<file path="config.mk">
export PLATFORM = sky130hd
export DESIGN_NAME = lock_responder_flat
export DESIGN_NICKNAME = d
export VERILOG_FILES = /design/src/rtl/lock_responder_pkg.sv /design/src/rtl/lock_responder_if.sv /design/src/rtl/lock_responder_lock_table.sv /design/src/rtl/lock_responder.sv /design/src/flat_wrapper.sv
export SDC_FILE = /design/constraint.sdc
export NUM_CORES = 1
export LEC_CHECK = 0
export CAP_MARGIN = 20
export CORE_MARGIN = 3
export CORE_UTILIZATION = 51
export DETAILED_ROUTE_END_ITERATION = 7
export GPL_ROUTABILITY_DRIVEN = 1
export GPL_TIMING_DRIVEN = 0
export PLACE_DENSITY = 0.89
export SLEW_MARGIN = 20
export SYNTH_ARGS = -nofsm -noshare
export SYNTH_HDL_FRONTEND = slang
export SYNTH_SLANG_ARGS = --single-unit
</file>
<file path="constraint.sdc">
create_clock -name clk -period 5.5 [get_ports clk]
set_clock_uncertainty 0.1 [all_clocks]
set_input_delay 1.1 -clock clk [delete_from_list [all_inputs] [get_ports clk]]
set_output_delay 1.1 -clock clk [all_outputs]
set_load 0.01 [all_outputs]
</file>
<file path="src/rtl/lock_responder_pkg.sv">
// Shared definitions for the accelerator lock responder.
// Holds command/ack field positions, protocol codes and the responder FSM state type.
package lock_responder_pkg;

  // Command word fields
  localparam int unsigned CMD_CODE_L   = 0;
  localparam int unsigned CMD_CODE_H   = 7;
  localparam int unsigned LOCK_ID_L    = 8;
  localparam int unsigned LOCK_ID_H    = 15;
  localparam int unsigned LOCK_ID_BITS = 8;

  // Ack word fields
  localparam int unsigned ACK_CODE_L   = 0;
  localparam int unsigned ACK_CODE_H   = 7;
  localparam int unsigned ACK_LOCKID_L = 8;
  localparam int unsigned ACK_LOCKID_H = 15;

  localparam logic [7:0] CMD_LOCK_CODE   = 8'h04;
  localparam logic [7:0] CMD_UNLOCK_CODE = 8'h06;
  localparam logic [7:0] ACK_OK_CODE     = 8'h01;
  localparam logic [7:0] ACK_REJECT_CODE = 8'h00;

  typedef enum logic [1:0] {
    IDLE,
    CHECK,
    SEND_ACK,
    DRAIN
  } lock_resp_state_t;

endpackage

</file>
<file path="src/rtl/lock_responder_if.sv">
// Command-in / ack-out stream pair of the lock responder.
//   cmd_in_*  : command stream from the manager interconnect (tdata, tvalid, tready, tid, tlast)
//   ack_out_* : ack stream to the accelerator return interconnect (tdata, tvalid, tready, tdest)
// master: the requester side (drives commands, accepts acks); slave: the responder.
interface lock_responder_if #(
  parameter int unsigned ACC_BITS = 4
);
  logic [63:0]         cmd_in_tdata;
  logic                cmd_in_tvalid;
  logic                cmd_in_tready;
  logic [ACC_BITS-1:0] cmd_in_tid;
  logic                cmd_in_tlast;

  logic [63:0]         ack_out_tdata;
  logic                ack_out_tvalid;
  logic                ack_out_tready;
  logic [ACC_BITS-1:0] ack_out_tdest;

  modport master (
    output cmd_in_tdata, cmd_in_tvalid, cmd_in_tid, cmd_in_tlast, ack_out_tready,
    input  cmd_in_tready, ack_out_tdata, ack_out_tvalid, ack_out_tdest
  );

  modport slave (
    input  cmd_in_tdata, cmd_in_tvalid, cmd_in_tid, cmd_in_tlast, ack_out_tready,
    output cmd_in_tready, ack_out_tdata, ack_out_tvalid, ack_out_tdest
  );
endinterface

</file>
<file path="src/rtl/lock_responder_lock_table.sv">
// Lock table: NUM_LOCKS entries of {locked, owner}, plus the count of held locks.
//   clk, rstn      : clock, async active-low reset
//   i_id           : lock ID used by both the read port and the write port
//   o_in_range     : i_id addresses an implemented lock
//   o_locked/owner : combinational read of the addressed entry (0 when out of range)
//   i_set/i_clr    : grant to i_owner / free the addressed entry
//   o_locks_held   : number of locked entries
module lock_responder_lock_table
  import lock_responder_pkg::*;
#(
  parameter int unsigned ACC_BITS  = 4,
  parameter int unsigned NUM_LOCKS = 16
) (
  input  logic                    clk,
  input  logic                    rstn,
  input  logic [LOCK_ID_BITS-1:0] i_id,
  output logic                    o_in_range,
  output logic                    o_locked,
  output logic [ACC_BITS-1:0]     o_owner,
  input  logic                    i_set,
  input  logic                    i_clr,
  input  logic [ACC_BITS-1:0]     i_owner,
  output logic [8:0]              o_locks_held
);

  logic [NUM_LOCKS-1:0] r_locked;
  logic [ACC_BITS-1:0]  r_owner [NUM_LOCKS];
  logic [8:0]           r_count;

  // 9-bit compare so NUM_LOCKS=256 still works; IDs never alias.
  assign o_in_range   = {1'b0, i_id} < 9'(NUM_LOCKS);
  assign o_locks_held = r_count;

  always_comb begin
    o_locked = 1'b0;
    o_owner  = '0;
    for (int i = 0; i < NUM_LOCKS; i++) begin
      if (i_id == LOCK_ID_BITS'(i)) begin
        o_locked = r_locked[i];
        o_owner  = r_owner[i];
      end
    end
  end

  always_ff @(posedge clk or negedge rstn) begin
    if (!rstn) begin
      r_locked <= '0;
      r_count  <= '0;
      for (int i = 0; i < NUM_LOCKS; i++) r_owner[i] <= '0;
    end else begin
      for (int i = 0; i < NUM_LOCKS; i++) begin
        if (i_id == LOCK_ID_BITS'(i)) begin
          if (i_set) begin
            r_locked[i] <= 1'b1;
            r_owner[i]  <= i_owner;
          end else if (i_clr) begin
            r_locked[i] <= 1'b0;
            r_owner[i]  <= '0;
          end
        end
      end
      // Set/clear only fire on real state changes, so the count stays in 0..NUM_LOCKS.
      if (i_set) begin
        r_count <= r_count + 9'd1;
      end else if (i_clr) begin
        r_count <= r_count - 9'd1;
      end
    end
  end

endmodule

</file>
<file path="src/rtl/lock_responder.sv">
// Responder end of the accelerator lock protocol: decodes LOCK/UNLOCK commands,
// updates the lock table and returns ACK_OK/ACK_REJECT for lock requests.
//   clk, rstn  : clock, async active-low reset
//   bus        : command-in / ack-out streams (slave view)
//   locks_held : number of currently locked entries
//   err_sticky : protocol error seen since last clear
//   err_clr    : one-cycle pulse clearing err_sticky (a same-cycle error wins)
module lock_responder
  import lock_responder_pkg::*;
#(
  parameter int unsigned ACC_BITS  = 4,
  parameter int unsigned NUM_LOCKS = 16
) (
  input  logic                   clk,
  input  logic                   rstn,
  lock_responder_if.slave        bus,
  output logic [8:0]             locks_held,
  output logic                   err_sticky,
  input  logic                   err_clr
);

  lock_resp_state_t        r_state;
  logic                    r_tready;
  logic [7:0]              r_code;
  logic [LOCK_ID_BITS-1:0] r_id;
  logic [ACC_BITS-1:0]     r_tid;
  logic                    r_ack_valid;
  logic [63:0]             r_ack_data;
  logic [ACC_BITS-1:0]     r_ack_dest;
  logic                    r_err;

  logic                    w_in_range;
  logic                    w_locked;
  logic [ACC_BITS-1:0]     w_owner;
  logic                    w_set;
  logic                    w_clr;
  logic                    w_unused_tdata;

  assign w_unused_tdata = ^bus.cmd_in_tdata[63:16];

  // Table writes happen at the end of CHECK, so locks_held moves one cycle later.
  assign w_set = (r_state == CHECK) && (r_code == CMD_LOCK_CODE) && w_in_range && !w_locked;
  assign w_clr = (r_state == CHECK) && (r_code == CMD_UNLOCK_CODE) && w_in_range &&
                 w_locked && (w_owner == r_tid);

  lock_responder_lock_table #(
    .ACC_BITS  (ACC_BITS),
    .NUM_LOCKS (NUM_LOCKS)
  ) u_table (
    .clk          (clk),
    .rstn         (rstn),
    .i_id         (r_id),
    .o_in_range   (w_in_range),
    .o_locked     (w_locked),
    .o_owner      (w_owner),
    .i_set        (w_set),
    .i_clr        (w_clr),
    .i_owner      (r_tid),
    .o_locks_held (locks_held)
  );

  always_ff @(posedge clk or negedge rstn) begin
    if (!rstn) begin
      r_state     <= IDLE;
      r_tready    <= 1'b0;
      r_code      <= '0;
      r_id        <= '0;
      r_tid       <= '0;
      r_ack_valid <= 1'b0;
      r_ack_data  <= '0;
      r_ack_dest  <= '0;
      r_err       <= 1'b0;
    end else begin
      // Error sets below are later NBAs and therefore override this clear.
      if (err_clr) r_err <= 1'b0;
      unique case (r_state)
        IDLE: begin
          r_tready <= 1'b1;
          if (r_tready && bus.cmd_in_tvalid) begin
            r_code <= bus.cmd_in_tdata[CMD_CODE_H:CMD_CODE_L];
            r_id   <= bus.cmd_in_tdata[LOCK_ID_H:LOCK_ID_L];
            r_tid  <= bus.cmd_in_tid;
            if (!bus.cmd_in_tlast) begin
              r_err   <= 1'b1;
              r_state <= DRAIN;
            end else begin
              r_tready <= 1'b0;
              r_state  <= CHECK;
            end
          end
        end
        DRAIN: begin
          if (r_tready && bus.cmd_in_tvalid && bus.cmd_in_tlast) r_state <= IDLE;
        end
        CHECK: begin
          r_state  <= IDLE;
          r_tready <= 1'b1;
          if (r_code == CMD_LOCK_CODE) begin
            r_state     <= SEND_ACK;
            r_tready    <= 1'b0;
            r_ack_valid <= 1'b1;
            r_ack_dest  <= r_tid;
            r_ack_data  <= '0;
            r_ack_data[ACK_LOCKID_H:ACK_LOCKID_L] <= r_id;
            r_ack_data[ACK_CODE_H:ACK_CODE_L]     <= w_set ? ACK_OK_CODE : ACK_REJECT_CODE;
            if (!w_in_range) r_err <= 1'b1;
          end else if (r_code == CMD_UNLOCK_CODE) begin
            if (!w_clr) r_err <= 1'b1;
          end else begin
            r_err <= 1'b1;
          end
        end
        SEND_ACK: begin
          if (bus.ack_out_tready) begin
            r_ack_valid <= 1'b0;
            r_tready    <= 1'b1;
            r_state     <= IDLE;
          end
        end
      endcase
    end
  end

  assign bus.cmd_in_tready  = r_tready;
  assign bus.ack_out_tvalid = r_ack_valid;
  assign bus.ack_out_tdata  = r_ack_data;
  assign bus.ack_out_tdest  = r_ack_dest;
  assign err_sticky         = r_err;

endmodule

</file>
<file path="src/flat_wrapper.sv">
// flat-port wrapper written by rule: the top's interface ports become plain ports
module lock_responder_flat import lock_responder_pkg::*;
#(
  parameter int unsigned ACC_BITS  = 4,
  parameter int unsigned NUM_LOCKS = 16
)
  (clk, rstn, locks_held, err_sticky, err_clr, bus_cmd_in_tdata, bus_cmd_in_tvalid, bus_cmd_in_tid, bus_cmd_in_tlast, bus_ack_out_tready, bus_cmd_in_tready, bus_ack_out_tdata, bus_ack_out_tvalid, bus_ack_out_tdest);
  lock_responder_if #(.ACC_BITS(ACC_BITS)) bus_i ();
  input  logic clk;
  input  logic rstn;
  output logic [8:0] locks_held;
  output logic err_sticky;
  input  logic err_clr;
  input wire logic [$bits(bus_i.cmd_in_tdata)-1:0] bus_cmd_in_tdata;
  input wire logic [$bits(bus_i.cmd_in_tvalid)-1:0] bus_cmd_in_tvalid;
  input wire logic [$bits(bus_i.cmd_in_tid)-1:0] bus_cmd_in_tid;
  input wire logic [$bits(bus_i.cmd_in_tlast)-1:0] bus_cmd_in_tlast;
  input wire logic [$bits(bus_i.ack_out_tready)-1:0] bus_ack_out_tready;
  output wire logic [$bits(bus_i.cmd_in_tready)-1:0] bus_cmd_in_tready;
  output wire logic [$bits(bus_i.ack_out_tdata)-1:0] bus_ack_out_tdata;
  output wire logic [$bits(bus_i.ack_out_tvalid)-1:0] bus_ack_out_tvalid;
  output wire logic [$bits(bus_i.ack_out_tdest)-1:0] bus_ack_out_tdest;
  assign bus_i.cmd_in_tdata = bus_cmd_in_tdata;
  assign bus_i.cmd_in_tvalid = bus_cmd_in_tvalid;
  assign bus_i.cmd_in_tid = bus_cmd_in_tid;
  assign bus_i.cmd_in_tlast = bus_cmd_in_tlast;
  assign bus_i.ack_out_tready = bus_ack_out_tready;
  assign bus_cmd_in_tready = bus_i.cmd_in_tready;
  assign bus_ack_out_tdata = bus_i.ack_out_tdata;
  assign bus_ack_out_tvalid = bus_i.ack_out_tvalid;
  assign bus_ack_out_tdest = bus_i.ack_out_tdest;
  lock_responder #(.ACC_BITS(ACC_BITS), .NUM_LOCKS(NUM_LOCKS)) u_core (.clk(clk), .rstn(rstn), .bus(bus_i), .locks_held(locks_held), .err_sticky(err_sticky), .err_clr(err_clr));
endmodule
</file>
Word level (Yosys, flattened, before mapping)
Cells that the tools add are included.

Output and inout bits: 80. Bits of input ports: 74. Register bits after elaboration: 134. Logic and storage cells: 167.

$lt $le $gt $ge: 1. Mux-type cells: 61. Reduce and logical (&&, ||, !) cells: 36. Eq/ne operators: 25. $add $sub $neg: 2.

Operators with widths (number): $mux W4 (18); $eq A8 B4 Y1 const B (8); $eq A8 B3 Y1 const B (6); $reduce_and A2 Y1 (19); $mux W1 (32); $mux W9 (2); $eq A8 B2 Y1 const B (2); $mux W2 (5); $add A9 B1 Y9 const B (1); $logic_and A1 B1 Y1 (9); $sub A9 B1 Y9 const B (1); $eq A8 B1 Y1 const B (1); $logic_not A8 Y1 (1); $lt A8 B5 Y1 const B (1); $pmux W2 S4 (1); $reduce_and A3 Y1 (2); $eq A2 B2 Y1 const B (2); $eq A4 B4 Y1 (1); $ne A2 B1 Y1 const B (2); $ne A2 B2 Y1 const B (2); $pmux W1 S2 (2); $reduce_bool A2 Y1 (2); $pmux W1 S3 (1); $reduce_bool A3 Y1 (1); other kinds (3) (3).

Longest topological paths before layout
Gate-level depths: netlist (run 1).

Depth in word-level cells: 23. Gate-level depth with buffers: 19. Depth with buffers taken out: 15.

Modules after synthesis
A second synthesis (run 1) with hierarchy kept.

Cell total of the unflattened synthesis: 578. Area total of the unflattened synthesis: 6735.2 um^2.

By module, submodules not included: lock_responder_lock_table (area each 4603.2 um^2, instances 1, cells each 401); lock_responder (area each 2132.0 um^2, instances 1, cells each 177).

Least setup slack after synthesis (run 1)
Ideal clock, no wire load.

Path kind: register -> register. Start: register u_core.r_id[7]. End: register u_core.u_table.r_count[8] (netlist: u_core.u_table.o_locks_held[8]). Path buffers: 3. Setup slack: 1.454 ns. Arrival: 3.867 ns. Cell stages (with the launch flop): 17. Library setup time: 0.079 ns. Cell sequence: dfrtp_1 nor4_4 buf_6 buf_2 nand2_1 o41ai_2 nor2_1 nand2_1 clkbuf_1 ha_1 a21o_1 a21oi_1 o21ai_0 a21oi_1 o21ai_0 o31ai_1 xor2_1.

Cells in the longest elaborated chain, start to end: 20.

Ends and longest elaborated chain: from (decl) (line lock_responder.sv:25) `logic [LOCK_ID_BITS-1:0] r_id;`; from (signal assigned) (line lock_responder.sv:81) `r_id <= bus.cmd_in_tdata[LOCK_ID_H:LOCK_ID_L];`; $logic_not A8 Y1 (line lock_responder_lock_table.sv:38) `if (i_id == LOCK_ID_BITS'(i)) begin`; $mux W4 or $mux W1 (tied branches) (16 in a row) (line lock_responder_lock_table.sv:38); $eq A4 B4 Y1 (tied with other cells) (line lock_responder.sv:44) `w_locked && (w_owner == r_tid);`; $logic_and A1 B1 Y1 (on tied branches) (line lock_responder.sv:44, lock_responder.sv:42); $reduce_bool A2 Y1 (no line) or $mux W9 (tied branches); to (signal assigned) (line lock_responder_lock_table.sv:64) `r_count <= r_count + 9'd1;`; to (signal assigned) (line lock_responder_lock_table.sv:66) `r_count <= r_count - 9'd1;`; to (decl) (line lock_responder_lock_table.sv:28) `logic [8:0] r_count;`.

Several ways; a longest one is shown, not always the timed one. A chain may end at the register's enable or synchronous reset.

Final worst setup path (run 1)
Start: register u_core.r_id[1]. End: register u_core.u_table.r_count[8] (netlist: u_core.u_table.o_locks_held[8]).

The elaborated chain is that of the path after synthesis.

==> impl_metrics.env, run 1 <==
export IMPL_status="finished, final reports clean"
export IMPL_drt_wl_total_um=26100
export IMPL_max_stage_delay_ps=410
export IMPL_n_antenna_cell=0
export IMPL_cp_common_cell="buf_2"
export IMPL_wl_met2_um=11700
export IMPL_hold_class="reg2reg"
export IMPL_synth_top_family_by_area="compound AO/OA/AOI/OAI gates"
export IMPL_max_freq_mhz=192
export IMPL_ant_nets=0
export IMPL_max_cap_violations=0
export IMPL_yosys_area_share_simple_pct=18.3
export IMPL_ctsHtreeMaxLevel=4
export IMPL_period_needed_ps=5210
export IMPL_grt_pass1_vias=7343
export IMPL_synth_xor_area_share_pct=0.889
export IMPL_gp_congestion=1.02
export IMPL_synthCells=908
export IMPL_dr_max_layer_used="met4"
export IMPL_synth_edf_count=0
export IMPL_power_density_nw_per_um2=432
export IMPL_drive_gt1_share_pct=16.7
export IMPL_drtIter0Drc=1165
export IMPL_hold_viol_final=0
export IMPL_num_vias=7658
export IMPL_synth_area_leaders="dfrtp_1 (40%), nand2_1 (7.4%), buf_4 (5.8%)"
export IMPL_ys_types=73
export IMPL_ys_seq_area_share_pct=40.3
export IMPL_syn_area_per_cell_um2=8.68
export IMPL_crit_family="compound AO/OA/AOI/OAI gates"
export IMPL_ir_drop_mv=0.348
export IMPL_power_leakage_nw=4.20
export IMPL_finalPower_w=0.00410
export IMPL_root_buffer="clkbuf_16"
export IMPL_start_kind="register"
export IMPL_rrSetupSlack_ps=290
export IMPL_end_kind="register"
export IMPL_die_h_um=130
export IMPL_clockBufferDepth=2
export IMPL_post_place_ws_ps=219
export IMPL_crit_chain="buf_2 > buf_2 > buf_2 > buf_2 > nand4_1 > a22o_1 > a21oi_1 > nor2_1 > nand2_1 > clkbuf_2 > ha_1 > a21o_1 > a21oi_1 > o21ai_0 > a21oi_1 > o21ai_0 > o31ai_1 > xor2_1"
export IMPL_yosys_most_used_dff="dfrtp_1"
export IMPL_async_flop_share_pct=100
export IMPL_antenna_found_initial=0
export IMPL_place_area_um2=8840
export IMPL_wl_per_cell_um=21.2
export IMPL_setup_viol=0
export IMPL_path_clk_slew_ps=60
export IMPL_rsz0062_at_grt="no"
export IMPL_numCtsBuffers=17
export IMPL_tightest_slew_ps=814
export IMPL_final_cell_area_um2=9490
export IMPL_synth_top_area_share_pct=40.3
export IMPL_crit_buf_inv=5
export IMPL_arrival_ps=5480
export IMPL_critical_path_required_ps=5760
export IMPL_slowest_stage="clkbuf_2"
export IMPL_yosysWarnings=0
export IMPL_cts_sinks=127
export IMPL_post_route_period_util_pct=94.8
export IMPL_wl_met1_um=9610
export IMPL_rows=44
export IMPL_setup_ws_ps=286
export IMPL_gr_total_overflow=0
export IMPL_core_area_um2=14800
export IMPL_synth_adder_area_share_pct=2.16
export IMPL_final_common_cell="nand2_1"
export IMPL_relSlewSlack_pct=45.7
export IMPL_cts_tree="done"
export IMPL_criticalPathCategory="reg2reg"
export IMPL_final_max_slew_viol_count=0
export IMPL_cp_max_fo=17
export IMPL_area_growth_synth_to_final_pct=20.3
export IMPL_io_pins=154
export IMPL_drt_pass1_iterations=8
export IMPL_nets=1119
export IMPL_die_x_um=130
export IMPL_synth_compound_area_share_pct=20.1
export IMPL_remaining_drc_errors=0
export IMPL_portBuffers=50
export IMPL_synth_top_cell_by_area="dfrtp_1"
export IMPL_start_util_pct=53.2
export IMPL_synth_seq_cells=127
export IMPL_synth_area_um2=7880
export IMPL_met3WireLength_um=3370
export IMPL_place_hpwl_um=17800
export IMPL_grt_max_degree=73
export IMPL_layout_common_cells="nand2_1 (156), dfrtp_1 (127), a21oi_1 (83), o21ai_0 (77), nor2_1 (76)"
export IMPL_dieArea_um2=17000
export IMPL_grt_use_total_pct=31.3
export IMPL_via_per_inst=6.23
export IMPL_synthMuxAreaShare_pct=8.38
export IMPL_grt_pass1_wl_um=40300
export IMPL_insertion_delay_ps=440
-- timing repair --
| item | 4_1_cts | 5_1_grt |
|---|---|---|
| hold buffers | 0 | 0 |
| resized for setup | 0 | 3 |
| setup endpoints to repair | 0 | 4 |
| buffers inserted | 0 | 0 |
| hold endpoints to repair | 0 | 0 |
-- path summary, 6_finish.rpt --
kind | depth (start not counted) | start | endpoint
setup / recovery | 18 | u_core.r_id[1] | u_core.u_table.o_locks_held[8]
hold / removal | 1 | u_core.u_table.o_locks_held[8] | u_core.u_table.o_locks_held[8]
setup reg to reg | 18 | u_core.r_id[1] | u_core.u_table.o_locks_held[8]
max in group asynchronous | 2 | rstn | u_core.u_table.o_locks_held[0]
hold reg to reg | 1 | u_core.u_table.o_locks_held[8] | u_core.u_table.o_locks_held[8]
min in group asynchronous | 1 | rstn | u_core.u_table.o_locks_held[5]
-- power breakdown --
group	switching, W	leakage, nW	internal (W)
registers	0.000116	1.37	0.00106
logic	0.00109	2.53	0.000602
clock network	0.000442	0.305	0.000782
-- synth_stat cells (4+ instances only) --
library cell and n:
a21o_1 4, a21oi_1 83, a221o_1 5, a22oi_1 4, a32oi_1 5, and2_1 4, and3_1 4, buf_1 7
buf_2 14, buf_4 61, buf_6 6, clkbuf_1 24, dfrtp_1 127, ha_1 12, inv_1 11, mux2_2 30
mux2_4 7, mux2i_1 6, mux4_2 7, nand2_1 156, nand2b_1 7, nand3_1 12, nand4_1 8, nor2_1 76
nor2b_1 9, nor3_1 23, nor3b_1 4, o21a_1 5, o21ai_0 77, o21ai_1 30, o31ai_1 17, xor2_1 5
-- cell families after synthesis --
| logic type | Yosys count |
|---|---|
| buf+inv | 127 |
| fa+ha+maj | 13 |
| compound gates | 262 |
| xor+xnor | 8 |
| flops | 127 |
| simple gates | 320 |
| mux | 50 |
| other cells | 1 |
-- per-layer routing --
metal | vias up | track usage (%)
li1 | 3347 | -
met5 | - | 0.588
met4 | 0 | 17.2
met1 | 3520 | 39.8
met2 | 666 | 47.9
met3 | 125 | 9.13
-- flip-flops by register name, summed over array words and instances (netlist names) --
signal and cells:
u_core.r_state 2, u_core.bus.ack_out_tdest 4, u_core.r_tid 4, u_core.bus.ack_out_tdata 9, u_core.u_table.r_owner 64, u_core.u_table.o_locks_held 9
u_core.bus.cmd_in_tready 1, u_core.bus.ack_out_tvalid 1, u_core.u_table.r_locked 16, u_core.r_code 8, u_core.err_sticky 1, u_core.r_id 8
-- final cells by class --
class / instances / area (µm²)
Buffer: 114 / 723
Clock inverter: 13 / 188
Fill cell: 1158 / 5320
Tap cell: 184 / 230
Multi-Input combinational cell: 708 / 4140
Sequential cell: 127 / 3180
Clock buffer: 19 / 453
Timing Repair Buffer: 51 / 529
Inverter: 13 / 48.8
-- per-stage QoR --
| stage | utilization [%] | TNS, ps | hold slack, ps | std cells |
|---|---|---|---|---|
| 6_report | 64.1 | 0 | 374 | 1229 |
| 5_1_grt | 64.1 | 0 | 395 | 1229 |
| 4_1_cts | 64.1 | 0 | 373 | 1229 |
| 3_5_place_dp | 59.7 | 0 | 363 | 1197 |
| 3_3_place_gp | 59.5 | -211560 | 358 | 1196 |
| 2_1_floorplan | - | 0 | 365 | 962 |
Note: power is estimated with default switching activity, not from simulation.
==> run 2, diff against run 1 <==
--- a/config.mk
+++ b/config.mk
@@ -5,6 +5,7 @@
 export SDC_FILE = /design/constraint.sdc
 export NUM_CORES = 1
 export LEC_CHECK = 0
+export ABC_CLOCK_PERIOD_IN_PS = 5500
 export CAP_MARGIN = 20
 export CORE_MARGIN = 3
 export CORE_UTILIZATION = 51
@@ -12,6 +13,7 @@
 export GPL_ROUTABILITY_DRIVEN = 1
 export GPL_TIMING_DRIVEN = 0
 export PLACE_DENSITY = 0.89
+export SETUP_SLACK_MARGIN = 0.02
 export SLEW_MARGIN = 20
 export SYNTH_ARGS = -nofsm -noshare
 export SYNTH_HDL_FRONTEND = slang
==> impl_metrics.env, run 2 (synthesis results as in run 1) <==
export IMPL_status="finished, final reports clean"
export IMPL_remaining_drc_errors=0
export IMPL_grt_max_degree=73
export IMPL_hold_viol_final=0
export IMPL_path_clk_slew_ps=60
export IMPL_layout_common_cells="nand2_1 (156), dfrtp_1 (127), a21oi_1 (83), o21ai_0 (77), nor2_1 (76)"
export IMPL_holdWs_ps=373
export IMPL_drt_pass1_iterations=8
export IMPL_nets=1119
export IMPL_die_h_um=130
export IMPL_post_route_period_util_pct=94.0
export IMPL_relSlewSlack_pct=45.9
export IMPL_numCtsBuffers=17
export IMPL_endpoint="u_core.u_table.o_locks_held[8]"
export IMPL_stdcell_count=1229
export IMPL_place_hpwl_um=17800
export IMPL_cts_hold_fix_buffers=0
export IMPL_portBuffers=50
export IMPL_start_kind="register"
export IMPL_power_density_nw_per_um2=431
export IMPL_critPathLaunch="u_core.r_id[1]"
export IMPL_final_common_cell="nand2_1"
export IMPL_max_cap_violations=0
export IMPL_top_register="u_core.u_table.r_owner"
export IMPL_area_growth_synth_to_final_pct=20.3
export IMPL_power_leakage_nw=4.20
export IMPL_criticalPathCategory="reg2reg"
export IMPL_critical_path_required_ps=5760
export IMPL_rsz0062_at_grt="no"
export IMPL_grt_pass1_wl_um=40300
export IMPL_fill_cells=1158
export IMPL_drtIter0Drc=1093
export IMPL_drt_wl_total_um=26000
export IMPL_n_antenna_cell=0
export IMPL_seq_area_um2=3180
export IMPL_cts_sinks=127
export IMPL_insertion_delay_ps=430
export IMPL_drive_gt1_share_pct=16.7
export IMPL_via_per_inst=6.21
export IMPL_end_kind="register"
export IMPL_multiInputGateArea_um2=4140
export IMPL_clockBufferDepth=2
export IMPL_antenna_found_initial=0
export IMPL_gp_congestion=1.02
export IMPL_wl_per_cell_um=21.1
export IMPL_num_vias=7627
export IMPL_reg2reg_depth=18
export IMPL_r2r_start="u_core.r_id[1]"
export IMPL_io_pins=154
export IMPL_period_needed_ps=5170
export IMPL_final_max_slew_viol_count=0
export IMPL_grt_pass1_vias=7343
export IMPL_ctsHtreeMaxLevel=4
export IMPL_core_area_um2=14800
export IMPL_start_util_pct=53.2
export IMPL_cp_max_fo=17
export IMPL_dieArea_um2=17000
export IMPL_reg_top3="u_core.u_table.r_owner (64), u_core.u_table.r_locked (16)"
export IMPL_rrSetupSlack_ps=330
export IMPL_arrival_ps=5430
export IMPL_max_freq_mhz=193
export IMPL_hold_class="reg2reg"
export IMPL_setup_viol=0
export IMPL_ir_drop_mv=0.342
export IMPL_grt_use_total_pct=31.3
export IMPL_gr_total_overflow=0
export IMPL_die_x_um=130
export IMPL_dpl_cell_count=1197
export IMPL_final_cell_area_um2=9490
export IMPL_root_buffer="clkbuf_16"
export IMPL_reg2reg_to="u_core.u_table.o_locks_held[8]"
export IMPL_place_area_um2=8840
export IMPL_rows=44
export IMPL_tightest_slew_ps=812
export IMPL_ant_nets=0
export IMPL_cts_tree="done"
export IMPL_largest_reg_flops=64
run 2: where the power goes:
part           leakage [nW]  total (W)  switching, W  internal (W)
clock                 0.305    0.00122      0.000439      0.000782
combinational          2.52    0.00169       0.00109      0.000602
sequential             1.37    0.00118      0.000116       0.00106
total                  4.20    0.00409       0.00164       0.00245
run 2: worst min-delay path by stage:
stage | from | to | slack (ps) | cells past startpoint
6_report | u_core.u_table.o_locks_held[8] | u_core.u_table.o_locks_held[8] | 370 | 1
5_1_grt | u_core.u_table.o_locks_held[8] | u_core.u_table.o_locks_held[8] | 390 | 1
4_1_cts | u_core.u_table.o_locks_held[8] | u_core.u_table.o_locks_held[8] | 370 | 1
3_5_place_dp | u_core.u_table.o_locks_held[8] | u_core.u_table.o_locks_held[8] | 360 | 1
3_3_place_gp | u_core.u_table.o_locks_held[8] | u_core.u_table.o_locks_held[8] | 360 | 1
2_1_floorplan | u_core.u_table.r_locked[14] | u_core.u_table.r_locked[14] | 370 | 2
run 2: routing by layer:
| layer | share of wire, % | up-vias | global-route usage (%) | routed length, µm |
|---|---|---|---|---|
| li1 | - | 3356 | - | - |
| met1 | 37 | 3513 | 39.8 | 9640 |
| met2 | 45 | 641 | 47.9 | 11600 |
| met3 | 13 | 117 | 9.13 | 3290 |
| met4 | 5.5 | 0 | 17.2 | 1420 |
| met5 | 0 | - | 0.588 | 0 |
run 2: worst max-delay path, stage by stage, from the launching register on:
cell and delay [ps]:
dfrtp_1 350, buf_2 300, buf_2 350, buf_2 340, buf_2 380, nand4_1 140, a22o_1 230, a21oi_1 320
nor2_1 200, nand2_1 240, buf_2 370, ha_1 330, a21o_1 200, a21oi_1 260, o21ai_0 140, a21oi_1 230
o21ai_0 160, o31ai_1 260, xor2_1 170
run 2: timing repair:
item / in CTS / in global routing
setup endpoints to repair: 0 / 4
setup buffers: 0 / 0
resized for setup: 0 / 4
run 2: metrics by stage:
stage               total power (W)  utilization, %  setup slack, ps  TNS (ps)
finish                      0.00409            64.1              330         0
global route                0.00423            64.1             37.1         0
CTS                         0.00402            64.1              162         0
detailed placement          0.00278            59.7              219         0
global placement            0.00275            59.5            -1670   -211560
floorplan                   0.00220               -             1450         0
run 2: final cells by class:
| type | count | area share [%] |
|---|---|---|
| clock buffer | 19 | 4.77 |
| tap | 184 | 2.43 |
| clock inverter | 13 | 1.98 |
| sequential | 127 | 33.5 |
| multi-input combinational | 708 | 43.6 |
| inverter | 13 | 0.514 |
| buffer | 114 | 7.62 |
| timing repair buffer | 51 | 5.58 |
